`config.mk`:
```
export PLATFORM = sky130hd
export DESIGN_NAME = cache_refill_arbiter
export DESIGN_NICKNAME = d
export VERILOG_FILES = /design/src/rtl/cache_refill_arbiter.sv
export SDC_FILE = /design/constraint.sdc
export NUM_CORES = 1
export LEC_CHECK = 0
export BUFFER_PORTS_ARGS = -buffer_cell sky130_fd_sc_hd__buf_2
export CAP_MARGIN = 20
export CORE_ASPECT_RATIO = 0.7
export CORE_UTILIZATION = 30
export CTS_CLUSTER_SIZE = 10
export DETAILED_ROUTE_END_ITERATION = 10
export GPL_TIMING_DRIVEN = 1
export PLACE_DENSITY_LB_ADDON = 0.25
export REMOVE_ABC_BUFFERS = 1
export SYNTH_ARGS = -nofsm -noshare
export SYNTH_HDL_FRONTEND = slang
export SYNTH_SLANG_ARGS = --single-unit
```
`constraint.sdc`:
```
create_clock -name clk -period 3.7 [get_ports clk]
set_clock_uncertainty 0.05 [all_clocks]
set_input_delay 0.74 -clock clk [delete_from_list [all_inputs] [get_ports clk]]
set_output_delay 0.74 -clock clk [all_outputs]
set_load 0.005 [all_outputs]
```
`src/rtl/cache_refill_arbiter.sv`:
```
// Arbitrates icache/dcache line refills onto one AXI4 read channel, one burst at a time.
// Build option ROUND_ROBIN_EN: alternate grants on simultaneous requests (default: dcache priority).
module cache_refill_arbiter #(
    parameter int unsigned BURST_LEN = 8,
    parameter logic [3:0]  ICACHE_ID = 4'd0,
    parameter logic [3:0]  DCACHE_ID = 4'd1
) (
    input  logic                    clk,
    input  logic                    reset,
    input  logic                    i_rd_req,
    input  logic [31:0]             i_rd_addr,
    output logic                    i_ret_valid,
    output logic [BURST_LEN*32-1:0] i_ret_data,
    input  logic                    d_rd_req,
    input  logic [31:0]             d_rd_addr,
    output logic                    d_ret_valid,
    output logic [BURST_LEN*32-1:0] d_ret_data,
    output logic                    arvalid,
    input  logic                    arready,
    output logic [31:0]             araddr,
    output logic [7:0]              arlen,
    output logic [2:0]              arsize,
    output logic [1:0]              arburst,
    output logic [3:0]              arid,
    input  logic                    rvalid,
    output logic                    rready,
    input  logic [31:0]             rdata,
    input  logic                    rlast,
    input  logic [1:0]              rresp,
    input  logic [3:0]              rid,
    output logic                    bus_err
);

    localparam int unsigned DATA_W     = 32;
    localparam int unsigned ADDR_W     = 32;
    localparam int unsigned ID_W       = 4;
    localparam int unsigned LINE_W     = DATA_W * BURST_LEN;
    localparam int unsigned CNT_W      = $clog2(BURST_LEN);
    localparam int unsigned LINE_BYTES = LINE_W / 8;

    localparam logic [ADDR_W-1:0] LINE_MASK = ~ADDR_W'(LINE_BYTES - 1);
    localparam logic [CNT_W-1:0]  LAST_BEAT = CNT_W'(BURST_LEN - 1);
    localparam logic [7:0]        AR_LEN    = 8'(BURST_LEN - 1);
    localparam logic [2:0]        AR_SIZE   = 3'b010;
    localparam logic [1:0]        AR_BURST  = 2'b01;

    typedef enum logic [1:0] {
        S_IDLE = 2'd0,
        S_ADDR = 2'd1,
        S_DATA = 2'd2,
        S_RET  = 2'd3
    } state_t;

    state_t                         r_state;
    state_t                         w_state_nxt;

    logic                           r_gnt_d;
    logic                           w_gnt_d_nxt;
    logic [ADDR_W-1:0]              r_addr;
    logic [ADDR_W-1:0]              w_addr_nxt;
    logic [BURST_LEN-1:0][DATA_W-1:0] r_buf;
    logic [BURST_LEN-1:0][DATA_W-1:0] w_buf_nxt;
    logic [LINE_W-1:0]              w_line_nxt;
    logic [CNT_W-1:0]               r_cnt;
    logic [CNT_W-1:0]               w_cnt_nxt;
    logic                           r_err;
    logic                           w_err_nxt;

    logic                           r_arvalid;
    logic [ADDR_W-1:0]              r_araddr;
    logic [7:0]                     r_arlen;
    logic [2:0]                     r_arsize;
    logic [1:0]                     r_arburst;
    logic [ID_W-1:0]                r_arid;
    logic                           r_rready;
    logic                           r_i_ret_valid;
    logic                           r_d_ret_valid;
    logic [LINE_W-1:0]              r_i_ret_data;
    logic [LINE_W-1:0]              r_d_ret_data;
    logic                           r_bus_err;

    logic                           w_arvalid_nxt;
    logic [ADDR_W-1:0]              w_araddr_nxt;
    logic [7:0]                     w_arlen_nxt;
    logic [2:0]                     w_arsize_nxt;
    logic [1:0]                     w_arburst_nxt;
    logic [ID_W-1:0]                w_arid_nxt;
    logic                           w_rready_nxt;
    logic                           w_ret_fire;
    logic                           w_i_ret_valid_nxt;
    logic                           w_d_ret_valid_nxt;
    logic [LINE_W-1:0]              w_i_ret_data_nxt;
    logic [LINE_W-1:0]              w_d_ret_data_nxt;
    logic                           w_bus_err_nxt;

    logic                           w_req_any;
    logic                           w_pick_d;
    logic [ID_W-1:0]                w_gnt_id;
    logic                           w_ar_hs;
    logic                           w_beat_ok;
    logic                           w_beat_last;

    assign w_req_any   = i_rd_req | d_rd_req;
    assign w_gnt_id    = r_gnt_d ? DCACHE_ID : ICACHE_ID;
    assign w_ar_hs     = r_arvalid & arready;
    assign w_beat_ok   = r_rready & rvalid & (rid == w_gnt_id);
    assign w_beat_last = w_beat_ok & (rlast | (r_cnt == LAST_BEAT));
    assign w_line_nxt  = w_buf_nxt;

`ifdef ROUND_ROBIN_EN
    // Pointer names the requester that wins the next tie; it moves past every grant.
    logic r_ptr_d;

    always_ff @(posedge clk or negedge reset) begin
        if (!reset) begin
            r_ptr_d <= 1'b0;
        end else if (r_state == S_IDLE && w_req_any) begin
            r_ptr_d <= ~w_pick_d;
        end
    end

    assign w_pick_d = d_rd_req & (~i_rd_req | r_ptr_d);
`else
    assign w_pick_d = d_rd_req;
`endif

    always_ff @(posedge clk or negedge reset) begin
        if (!reset) begin
            r_state <= S_IDLE;
        end else begin
            r_state <= w_state_nxt;
        end
    end

    // RET always falls back to IDLE so a held request is re-arbitrated, never re-granted in RET.
    always_comb begin
        w_state_nxt = r_state;
        case (r_state)
            S_IDLE:  if (w_req_any)   w_state_nxt = S_ADDR;
            S_ADDR:  if (w_ar_hs)     w_state_nxt = S_DATA;
            S_DATA:  if (w_beat_last) w_state_nxt = S_RET;
            S_RET:                    w_state_nxt = S_IDLE;
            default:                  w_state_nxt = S_IDLE;
        endcase
    end

    // Grant/address latch and line assembly; beats with a foreign rid are dropped.
    always_comb begin
        w_gnt_d_nxt = r_gnt_d;
        w_addr_nxt  = r_addr;
        w_buf_nxt   = r_buf;
        w_cnt_nxt   = r_cnt;
        w_err_nxt   = r_err;
        case (r_state)
            S_IDLE: begin
                if (w_req_any) begin
                    w_gnt_d_nxt = w_pick_d;
                    w_addr_nxt  = w_pick_d ? d_rd_addr : i_rd_addr;
                end
            end
            S_ADDR: begin
                if (w_ar_hs) begin
                    w_buf_nxt = '0;
                    w_cnt_nxt = '0;
                    w_err_nxt = 1'b0;
                end
            end
            S_DATA: begin
                if (w_beat_ok) begin
                    w_buf_nxt[r_cnt] = rdata;
                    w_cnt_nxt        = r_cnt + CNT_W'(1);
                    w_err_nxt        = r_err | (rresp inside {2'b10, 2'b11});
                end
            end
            default: ;
        endcase
    end

    // Output decode from the next state so every port comes straight off a flop.
    always_comb begin
        w_arvalid_nxt     = (w_state_nxt == S_ADDR);
        w_araddr_nxt      = '0;
        w_arlen_nxt       = '0;
        w_arsize_nxt      = '0;
        w_arburst_nxt     = '0;
        w_arid_nxt        = '0;
        if (w_arvalid_nxt) begin
            w_araddr_nxt  = w_addr_nxt & LINE_MASK;
            w_arlen_nxt   = AR_LEN;
            w_arsize_nxt  = AR_SIZE;
            w_arburst_nxt = AR_BURST;
            w_arid_nxt    = w_gnt_d_nxt ? DCACHE_ID : ICACHE_ID;
        end
        w_rready_nxt      = (w_state_nxt == S_DATA);
        w_ret_fire        = (w_state_nxt == S_RET);
        w_i_ret_valid_nxt = w_ret_fire & ~r_gnt_d;
        w_d_ret_valid_nxt = w_ret_fire & r_gnt_d;
        w_bus_err_nxt     = w_ret_fire & w_err_nxt;
        w_i_ret_data_nxt  = w_i_ret_valid_nxt ? w_line_nxt : r_i_ret_data;
        w_d_ret_data_nxt  = w_d_ret_valid_nxt ? w_line_nxt : r_d_ret_data;
    end

    always_ff @(posedge clk or negedge reset) begin
        if (!reset) begin
            r_gnt_d <= 1'b0;
            r_addr  <= '0;
            r_buf   <= '0;
            r_cnt   <= '0;
            r_err   <= 1'b0;
        end else begin
            r_gnt_d <= w_gnt_d_nxt;
            r_addr  <= w_addr_nxt;
            r_buf   <= w_buf_nxt;
            r_cnt   <= w_cnt_nxt;
            r_err   <= w_err_nxt;
        end
    end

    always_ff @(posedge clk or negedge reset) begin
        if (!reset) begin
            r_arvalid     <= 1'b0;
            r_araddr      <= '0;
            r_arlen       <= '0;
            r_arsize      <= '0;
            r_arburst     <= '0;
            r_arid        <= '0;
            r_rready      <= 1'b0;
            r_i_ret_valid <= 1'b0;
            r_d_ret_valid <= 1'b0;
            r_i_ret_data  <= '0;
            r_d_ret_data  <= '0;
            r_bus_err     <= 1'b0;
        end else begin
            r_arvalid     <= w_arvalid_nxt;
            r_araddr      <= w_araddr_nxt;
            r_arlen       <= w_arlen_nxt;
            r_arsize      <= w_arsize_nxt;
            r_arburst     <= w_arburst_nxt;
            r_arid        <= w_arid_nxt;
            r_rready      <= w_rready_nxt;
            r_i_ret_valid <= w_i_ret_valid_nxt;
            r_d_ret_valid <= w_d_ret_valid_nxt;
            r_i_ret_data  <= w_i_ret_data_nxt;
            r_d_ret_data  <= w_d_ret_data_nxt;
            r_bus_err     <= w_bus_err_nxt;
        end
    end

    assign arvalid     = r_arvalid;
    assign araddr      = r_araddr;
    assign arlen       = r_arlen;
    assign arsize      = r_arsize;
    assign arburst     = r_arburst;
    assign arid        = r_arid;
    assign rready      = r_rready;
    assign i_ret_valid = r_i_ret_valid;
    assign d_ret_valid = r_d_ret_valid;
    assign i_ret_data  = r_i_ret_data;
    assign d_ret_data  = r_d_ret_data;
    assign bus_err     = r_bus_err;

endmodule

```
# Word-level counts from Yosys, hierarchy flattened
# Cells that the tools add are included.
# totals
reg_bits,854
output_inout_bits,566
word_cells,86
in_bits,109
# op_classes
muxes,28
n_reduce_logical,6
add_sub_neg,1
bitwise,11
n_eq_ne,12
magnitude_cmp,2
# ops
op,count
$mux 256,2
$pmux 256 s2,1
$bwmux 256,1
$mux 32,5
$demux 32 s3,1
$eq 2x2->1 const B,6
$mux 3,3
$mux 1,8
$mux 2,4
$pmux 2 s4,1
$and 1x1->1,7
$pmux 3 s2,1
$eq 2x1->1 const B,2
$eq 4x1->1,1
$lt 3x4->1 const B,1
$ne 2x2->1 const B,2
$reduce_bool 2->1,2
$add 3x1->3 const B,1
$eq 3x3->1 const B,1
$ge 3x1->1 const B,1
$or 1x1->1,3
$reduce_and 3->1,1
$logic_not 2->1,1
$pmux 1 s2,1
3 further kinds,3

# Logic depth before layout (Yosys ltp)
# Gate-level depths: netlist (run 1).
# logic_depth
depth_word,8
mapped_depth,11
mapped_depth_nobuf,8

# Worst setup path before layout (run 1)
# No wires, ideal clock.
# synth_timing
path_kind,input to register
start,in rid[1]
end,reg r_i_ret_data[101] (netlist: i_ret_data[101])
cell_stages,9
required_time_ps,3525
n_path_buf,4
arrival_ps,2834
setup_ps,125
slack_ps,691
path_cell_list,or2_2 > or4_1 > buf_2 > o21a_1 > or3_1 > buf_4 > buf_12 > buf_8 > mux2_4
# synth_between
elab_chain_len,7
elab_cells_between_ends,9
classes_between,eq/ne (2); mux (4); bitwise (3)
# synth_lines
element,line,rtl
"start, declared",30,"input logic [3:0] rid,"
$eq 4x1->1 *,106,assign w_beat_ok = r_rready & rvalid & (rid == w_gnt_id);
$and 1x1->1 *,106,
$and 1x1->1,107,assign w_beat_last = w_beat_ok & (rlast | (r_cnt == LAST_BEAT));
$mux 2,141,S_DATA: if (w_beat_last) w_state_nxt = S_RET;
$pmux 2 s4,138,case (r_state)
$eq 2x2->1,195,w_ret_fire = (w_state_nxt == S_RET);
$and 1x1->1,196,w_i_ret_valid_nxt = w_ret_fire & ~r_gnt_d;
"end signal, assigned",243,r_i_ret_data <= w_i_ret_data_nxt;
"end, declared",78,logic [LINE_W-1:0] r_i_ret_data;
# Mark *: on every way between the ends. The rest lies on a longest branch, timed or not.
# A chain may end at the register's enable or synchronous reset.

# Worst setup path in the final report (run 1)
# layout_timing
start,reg r_state[0]
end,reg r_araddr[10] (netlist: araddr[10])
# layout_between
elab_chain_len,4
elab_cells_between_ends,11
classes_between,eq/ne (4); mux (6); reduce/logical (1)
# layout_lines
element,line,rtl
"start, declared",54,state_t r_state;
"start signal, assigned",131,r_state <= w_state_nxt;
"$eq 2x2->1, or another cell as far along",138,
$pmux 2 s4,138,
$eq 2x1->1,181,w_arvalid_nxt = (w_state_nxt == S_ADDR);
$mux 32 *,187,if (w_arvalid_nxt) begin
named net w_araddr_nxt[10],83,logic [ADDR_W-1:0] w_araddr_nxt;
"end signal, assigned",235,r_araddr <= w_araddr_nxt;
"end, declared",70,logic [ADDR_W-1:0] r_araddr;
# Mark *: on every way through the listed nets, which the timed path passes. The rest lies on a longest branch.

==> qor.yml, run 1 <==
outcome: "finished, final reports clean"
fin_util: 0.376
start_util: 0.304
die_area_um2: 110000
dr.first_iter.drc_count: 1028
crit_type: "reg2reg"
ys.flop_type: "dfrtp_1"
crit_path_start_kind: "flop"
dieWidth_um: 396
syn_area_um2: 32600
place_area_um2: 37600
die_h_um: 278
area_growth_pct: 23.4
grt_max_degree: 86
postCtsSetupRepairBufs: 0
fillCellCount: 10087
path_clk_slew_ns: 0.06
vias_per_cell: 4.97
yosys.area.top_type: "dfrtp_1"
rsz0062_at_grt: "false"
post-route-min-period_ns: 3.36
crit_path_end_kind: "flop"
io_buffer_count: 647
hold_viol_final: 0
overflow: 0
cts_inserted_buffers: 95
critical_path.max_fanout: 59
cp.required_ns: 4.19
drt_wl_total_um: 98200
finalInstanceArea_um2: 40200
ys_top_cells_by_area: "dfrtp_1 64%, mux2_4 9.0%, mux2_2 8.7%"
synth_edf_count: 0
timing.slew.headroom: 0.276
clock_latency_ns: 0.66
yosysWarnings: 0
coreArea_um2: 107000
cts_root_buffer: "clkbuf_16"
clockBufferDepth: 3
cts_htree_levels: 3
drive_gt1_frac: 0.476
antenna_found_initial: 1
async_reset_ff_frac: 1.00
worst_slew_pin_slew_ns: 1.09
post-dp-hpwl_um: 66500
setup_violations: 0
hold_class: "in2async"
rrSetupSlack_ns: 0.34
rows: 100
ys_ff_latch: 835
swShare: 0.323
synthCells: 2109
reg2reg_from: "r_state[0]"
p_int_w: 0.0156
place.gp.congestion: 0.794
io_pins: 675
multiInputGateArea_um2: 10400
clock.fmax_mhz: 298
fin_hold_ws_ns: 0.0498
rr_worst_depth: 9
setup_slack_ns: 0.340
ir_drop_mv: 0.847
place_ws_ns: 0.0651
cts_hold_buf: 0
grt_first_pass_wirelength_um: 147000
drc_errors: 0
cap_viol_max_count: 0
ant_nets: 0
vias: 20831
power_w: 0.0230
track_usage: 0.176
cts_resized: 0
cts_tree: "yes"
layout.nets: 2861
p_per_area_nw_per_um2: 573
firstDrtPassIters: 5
clkPwrFrac: 0.356
synth.avg_cell_area_um2: 15.4
fin_crit_sh: 0.908
grt_pass1_vias: 22208
rr_endpoint: "araddr[10]"
drv_slew: 0
power_leakage_nw: 21.9
critPathArrivalTime_ns: 3.85
regArea_um2: 20900
ys_types: 43
cts_num_sinks: 835
yosysTopAreaCellShare: 0.642
combPwrFrac: 0.218
wl_per_cell_um: 23.4
power_frac_seq: 0.426
synth-seq-area-share: 0.642
switchingPower_w: 0.00743
## worst max path at each step
stage	cells after the start	to	startpoint	slack, ns
5_1_grt	8	d_ret_data[151]	r_state[1]	0.03
3_3_place_gp	8	araddr[11]	rid[0]	0.17
6_report	9	araddr[10]	r_state[0]	0.34
2_1_floorplan	5	i_ret_data[0]	rid[0]	-8.28
3_5_place_dp	8	araddr[10]	rid[0]	0.07
4_1_cts	9	d_ret_data[151]	r_state[1]	0.25
## power by group through the flow
stage	registers (W)	clock network (W)	logic (W)
3_3_place_gp	0.00995	0	0.00500
4_1_cts	0.00981	0.00847	0.00508
2_1_floorplan	0.00995	0	0.00234
5_1_grt	0.00985	0.00881	0.00536
3_5_place_dp	0.00996	0	0.00506
6_report	0.00980	0.00819	0.00502
## state kept, by name, indices dropped and copies added (netlist names), 2 cells and up
name        count
araddr         27
d_ret_data    256
i_ret_data    256
r_addr         27
r_buf         256
r_cnt           3
r_state         2
## per-layer routing
layer  vias to the layer above  routed length [µm]  global-route usage
met4                         2                2030              0.0469
met5                         -                  13                   0
met3                       132                7270              0.0507
li1                       8927                   -                   -
met2                       658               45300               0.274
met1                     11112               43600               0.239
## layout by cell type, fill, tap and decap left out, types with 2 or more instances in the layout
cell type    n
mux2_2     251
a22o_1       6
nor4b_1      2
mux2i_1     60
inv_1       74
clkbuf_16   96
buf_4       64
a21oi_4      8
clkinv_2     4
a32oi_1     25
buf_2      646
nand2_1     35
nor3_2       2
buf_12      26
o31ai_1     33
or2_2        2
a22oi_1      8
nor3_1       4
dfrtp_1    835
a32o_1     223
and3_1      28
nor2_1      10
mux2_4     196
nor4_2       3
clkbuf_1     6
o21ai_0     62
conb_1      16
or4_1        2
ha_1         6
clkinv_16    2
nor2_4       3
## layout make-up
class	count	area share
Timing Repair Buffer	738	0.106
Inverter	74	0.00691
Tap cell	1428	0.0445
Clock buffer	103	0.0607
Multi-Input combinational cell	1002	0.259
Clock inverter	9	0.00308
Antenna cell	1	0.0000623
Sequential cell	835	0.520
## critical path, cell delays in order (launching register included)
cell and delay (ns):
dfrtp_1 0.35, inv_1 0.09, ha_1 0.35, or2_2 0.36, o2bb2ai_1 0.22, o21a_4 0.26
buf_4 0.60, inv_1 0.41, buf_4 0.32, and3_1 0.21
## cell families after synthesis
kind of cell | after synthesis | synth area share
AOI/OAI and AO/OA | 373 | 0.0988
adders and majority gates | 6 | 0.00231
xor gates and xnor gates | 1 | 0.000269
muxes | 507 | 0.196
other | 1 | 0.000115
and+or+nand+nor | 99 | 0.0155
buffers and inverters | 287 | 0.0457
DFF | 835 | 0.642
## synth_stat cells (3+ instances only)
| cell type | n |
|---|---|
| dfrtp_1 | 835 |
| mux2_2 | 251 |
| a32o_1 | 223 |
| mux2_4 | 196 |
| clkbuf_1 | 107 |
| inv_1 | 74 |
| o21ai_0 | 62 |
| mux2i_1 | 60 |
| nand2_1 | 35 |
| o31ai_1 | 33 |
| and3_1 | 28 |
| buf_2 | 28 |
| a32oi_1 | 25 |
| buf_4 | 25 |
| buf_8 | 20 |
| clkbuf_2 | 18 |
| buf_1 | 13 |
| nor2_1 | 12 |
| a21oi_1 | 9 |
| a22oi_1 | 8 |
| a22o_1 | 6 |
| ha_1 | 6 |
| nor3_1 | 6 |
| nor4_1 | 3 |
## stage by stage
| stage | TNS, ns | cells |
|---|---|---|
| 4_1_cts | 0 | 4188 |
| 6_report | 0 | 4190 |
| 5_1_grt | 0 | 4189 |
| 3_3_place_gp | 0 | 4076 |
| 2_1_floorplan | -5771.93 | 1911 |
| 3_5_place_dp | 0 | 4076 |
Power figures use the tool's default switching activity.
==> run 2, diff against run 1 <==
--- a/config.mk
+++ b/config.mk
@@ -8,7 +8,7 @@
 export BUFFER_PORTS_ARGS = -buffer_cell sky130_fd_sc_hd__buf_2
 export CAP_MARGIN = 20
 export CORE_ASPECT_RATIO = 0.7
-export CORE_UTILIZATION = 30
+export CORE_UTILIZATION = 40
 export CTS_CLUSTER_SIZE = 10
 export DETAILED_ROUTE_END_ITERATION = 10
 export GPL_TIMING_DRIVEN = 1
==> qor.yml, run 2 (synthesized netlist as in run 1, its figures left out) <==
place.gp.congestion: 0.802  # +1.0%
drv_slew: 0  # unchanged
reg2reg_from: "r_state[1]"
clock.fmax_mhz: 293  # -1.6%
clock_latency_ns: 0.64  # -0.02 ns
critical_path.max_fanout: 18  # -69%
final_common_cell: "dfrtp_1"
setup_slack_ns: 0.286  # -0.0546 ns
crit_type: "reg2reg"
post-dp-hpwl_um: 62800  # -5.6%
overflow: 0  # unchanged
critPathArrivalTime_ns: 3.87  # +0.02 ns
dr.first_iter.drc_count: 1377  # +34%
power_w: 0.0229  # -0.33%
cpPeakStageDelay_ns: 0.84  # +0.24 ns
ant_nets: 0  # unchanged
grt_max_degree: 89  # +3.5%
cts_root_buffer: "clkbuf_16"
fin_crit_sh: 0.923  # +0.0148
place_ws_ns: 0.176  # +0.111 ns
crit_top_cell: "buf_4"
layout.nets: 2851  # -0.35%
fin_tns_setup_ns: 0  # unchanged
io_pins: 675  # unchanged
outcome: "complete, but fails checks"
dieWidth_um: 343  # -13%
rows: 87  # -13%
fillCellCount: 6875  # -32%
crit_family: "compound AO/OA/AOI/OAI gates"
power_leakage_nw: 21.8  # -0.32%
drt_wl_total_um: 95100  # -3.2%
p_per_area_nw_per_um2: 579  # +1.1%
vias: 20899  # +0.33%
grt_pass1_vias: 21454  # -3.4%
start_util: 0.404  # +0.0999
cts_tree: "yes"
hold_class: "in2async"
setup_violations: 0  # unchanged
wl_per_cell_um: 24.9  # +6.4%
crit_path_start_kind: "flop"
cts_htree_levels: 3  # unchanged
coreArea_um2: 80600  # -25%
area_growth_pct: 21.7
cp.required_ns: 4.16  # -0.03 ns
postCtsSetupRepairBufs: 0  # unchanged
path_clk_slew_ns: 0.06  # about the same
worst_slew_pin_slew_ns: 1.07  # -0.0123 ns
ir_drop_mv: 0.406  # -52%
timing.slew.headroom: 0.283  # +0.00662
drc_errors: 0  # unchanged
cts_resized: 0  # unchanged
cp_num_buf_inv: 3  # -1
drive_gt1_frac: 0.474  # -0.00232
vias_per_cell: 5.48  # +10%
clockBufferDepth: 3  # unchanged
die_h_um: 241  # -13%
grt_first_pass_wirelength_um: 141000  # -4.0%
cap_viol_max_count: 0  # unchanged
cts_hold_buf: 0  # unchanged
path_cells: "inv_1 -> ha_1 -> a21boi_1 -> buf_4 -> nor4b_1 -> a21oi_4 -> buf_4 -> a32o_1 -> mux2_2"
critical_path.slowest_cell: "nor4b_1"
fin_hold_ws_ns: -0.00733  # -0.0571 ns
crit_path_end_kind: "flop"
track_usage: 0.227  # +0.0509
startpoint: "r_state[1]"
hold_viol_final: 4  # +4
antenna_found_initial: 5  # +4
rsz0062_at_grt: "false"
post-route-min-period_ns: 3.41  # +0.0546 ns
cts_num_sinks: 835  # unchanged
firstDrtPassIters: 5  # unchanged
mostFrequentLayoutCells: "835 x dfrtp_1, 646 x buf_2, 251 x mux2_2"
cts_inserted_buffers: 94  # -1.1%
die_area_um2: 82600  # -25%
io_buffer_count: 647  # unchanged
violations: "negative hold slack"
-- run 2: worst paths after layout --
check	endpoint	slack [ns]	cells after the start
min in group clk	r_addr[6]	0.40	3
max	d_ret_data[85]	0.29	9
min reg2reg	r_addr[27]	0.43	2
max reg2reg	d_ret_data[85]	0.29	9
min	r_addr[22]	-0.007	1
max in group asynchronous	d_ret_data[223]	2.16	2
-- run 2: routing by layer --
layer | global-route usage | share of wire | vias to the layer above
li1 | - | - | 8914
met3 | 0.0605 | 0.078 | 130
met1 | 0.311 | 0.43 | 11092
met2 | 0.356 | 0.47 | 759
met4 | 0.0618 | 0.021 | 4
met5 | 0 | 0.00023 | -
-- run 2: metrics by stage --
| step | util | instance area [µm²] | std cells | hold WS [ns] |
|---|---|---|---|---|
| after floorplan | - | 31400 | 1911 | 0.394 |
| after global placement | 0.461 | 37100 | 3708 | 0.412 |
| after detailed placement | 0.461 | 37100 | 3708 | 0.419 |
| after CTS | 0.492 | 39600 | 3813 | 0.0347 |
| after global routing | 0.492 | 39600 | 3813 | 0.0210 |
| final | 0.492 | 39600 | 3815 | -0.00733 |
-- run 2: cell type report --
type	count	area [µm²]	area share
sequential	835	20900	0.527
multi-input combinational	1002	10400	0.263
timing repair buffer	729	4190	0.106
clock buffer	99	2390	0.0604
tap	1068	1340	0.0337
inverter	74	278	0.00701
clock inverter	6	114	0.00287
antenna	2	5.00	0.000126
-- run 2: report_power, final --
group | internal [W] | switching (W)
clock | 0.00455 | 0.00350
combinational | 0.00140 | 0.00369
sequential | 0.00959 | 0.000205
==> run 3, diff against run 2 <==
--- a/config.mk
+++ b/config.mk
@@ -12,7 +12,7 @@
 export CTS_CLUSTER_SIZE = 10
 export DETAILED_ROUTE_END_ITERATION = 10
 export GPL_TIMING_DRIVEN = 1
-export PLACE_DENSITY_LB_ADDON = 0.25
+export PLACE_DENSITY = 0.63
 export REMOVE_ABC_BUFFERS = 1
 export SYNTH_ARGS = -nofsm -noshare
 export SYNTH_HDL_FRONTEND = slang
==> qor.yml, run 3 (synthesized netlist as in run 1, its figures left out) <==
final_cells: 3821  # +0.16%
power_frac_seq: 0.431  # +0.004
die_area_um2: 82600  # unchanged
die_h_um: 241  # unchanged
combPwrFrac: 0.213  # -0.009
place_ws_ns: -0.0650  # -0.241 ns
grt_pass1_vias: 21777  # +1.5%
place.gp.congestion: 0.827  # +3.1%
routed-wl-met3_um: 7890  # +6.0%
postCtsSetupRepairBufs: 0  # unchanged
drt_wl_total_um: 93900  # -1.2%
final_common_cell: "dfrtp_1"
firstDrtPassIters: 5  # unchanged
p_int_w: 0.0155  # -0.15%
drv_slew: 0  # unchanged
crit_type: "reg2reg"
rsz0062_at_grt: "false"
swShare: 0.318  # -0.00405
p_per_area_nw_per_um2: 574  # -0.94%
dp_cells: 3714  # +0.16%
post-dp-hpwl_um: 63500  # +1.2%
setup_slack_ns: 0.278  # -0.00783 ns
critical_path.max_fanout: 18  # unchanged
path_cells: "inv_1 -> ha_1 -> a21boi_1 -> buf_4 -> nor4b_1 -> a21oi_4 -> buf_4 -> a32o_1 -> mux2_4"
diodes: 0  # -2
layout.nets: 2857  # +0.21%
drc_errors: 0  # unchanged
grt_max_degree: 102  # +15%
grt_first_pass_wirelength_um: 138000  # -2.3%
cts_hold_buf: 0  # unchanged
crit_top_cell: "buf_4"
cts_htree_levels: 3  # unchanged
cts_inserted_buffers: 94  # unchanged
dieWidth_um: 343  # unchanged
rrSetupSlack_ns: 0.28  # about the same
path_clk_slew_ns: 0.05  # about the same
io_pins: 675  # unchanged
post-route-min-period_ns: 3.42  # +0.00783 ns
dr_wl_met2_um: 44200  # -1.2%
setup_violations: 0  # unchanged
clock.fmax_mhz: 292  # -0.23%
multiInputGateArea_um2: 10400  # unchanged
hold_class: "in2async"
dr.first_iter.drc_count: 1457  # +5.8%
critPathArrivalTime_ns: 3.89  # +0.02 ns
switchingPower_w: 0.00725  # -2.0%
worst_slew_pin_slew_ns: 1.12  # +0.0512 ns
track_usage: 0.221  # -0.00574
cts_resized: 0  # unchanged
critical_path.slowest_cell: "nor4b_1"
clkPwrFrac: 0.355  # +0.004
drive_gt1_frac: 0.475  # +0.00153
cap_viol_max_count: 0  # unchanged
cts_tree: "yes"
clockBufferDepth: 3  # unchanged
fin_crit_sh: 0.925  # +0.00212
ir_drop_mv: 0.451  # +11%
cts_root_buffer: "clkbuf_16"
timing.slew.headroom: 0.247  # -0.0359
fin_hold_ws_ns: 0.0852  # +0.0926 ns
wl_per_cell_um: 24.6  # -1.4%
maxUsedRoutingLayer: "met4"
ant_nets: 0  # unchanged
vias_per_cell: 5.52  # +0.80%
finalInstanceArea_um2: 39700  # +0.21%
cpPeakStageDelay_ns: 0.88  # +0.04 ns
mostFrequentLayoutCells: "835 x dfrtp_1, 647 x buf_2, 251 x mux2_2"
crit_path_start_kind: "flop"
antenna_found_initial: 1  # -4
power_leakage_nw: 21.9  # +0.20%
io_buffer_count: 647  # unchanged
place_area_um2: 37200  # +0.18%
outcome: "finished, final reports clean"
wl_met1_um: 39600  # -3.2%
cp.required_ns: 4.17  # about the same
start_util: 0.404  # unchanged
cts_num_sinks: 835  # unchanged
regArea_um2: 20900  # unchanged
vias: 21099  # +0.96%
clock_latency_ns: 0.65  # about the same
rows: 87  # unchanged
coreArea_um2: 80600  # unchanged
hold_viol_final: 0  # -4
crit_path_end_kind: "flop"
fillCellCount: 6939  # +0.93%
fin_util: 0.493  # +0.00101
area_growth_pct: 21.9
overflow: 0  # unchanged
run 3: through the flow:
step                      setup TNS [ns]  total power [W]
after floorplan                 -5771.93           0.0123
after global placement            -49.84           0.0147
after detailed placement          -0.122           0.0148
after CTS                              0           0.0230
after global routing                   0           0.0236
final                                  0           0.0228
run 3: critical path, delay by kind of cell (launching register included):
family	cells	cell delay, ns
buffers and inverters	3	0.65
multiplexers	1	0.28
flip-flops	1	0.35
AND/OR/NAND/NOR	1	0.88
adder cells (fa/ha/maj)	1	0.23
AO/OA/AOI/OAI	3	0.85
run 3: path summary, 6_finish.rpt:
kind / startpoint / to / cells past startpoint
hold / removal: reset / araddr[21] / 1
setup reg to reg: r_state[1] / i_ret_data[86] / 9
hold reg to reg: r_addr[10] / r_addr[10] / 2
max in group asynchronous: reset / r_buf[169] / 2
setup / recovery: r_state[1] / i_ret_data[86] / 9
min in group clk: i_rd_req / r_gnt_d / 3
run 3: final cells by class:
class / instances / area share
Clock buffer: 100 / 0.0609
Clock inverter: 7 / 0.00271
Inverter: 74 / 0.00700
Multi-Input combinational cell: 1002 / 0.262
Sequential cell: 835 / 0.526
Tap cell: 1068 / 0.0337
Timing Repair Buffer: 735 / 0.107
run 3: power by group through the flow:
stage               clock network, W  registers, W  logic [W]
finish                       0.00809       0.00982    0.00486
global route                 0.00860       0.00986    0.00515
CTS                          0.00827       0.00982    0.00486
detailed placement                 0       0.00998    0.00484
global placement                   0       0.00995    0.00475
floorplan                          0       0.00995    0.00234
run 3: layer usage:
metal  GRT usage  up-vias
met3      0.0610      144
met2       0.349      839
met4      0.0672        0
met5           0        -
li1            -     8941
met1       0.297    11175
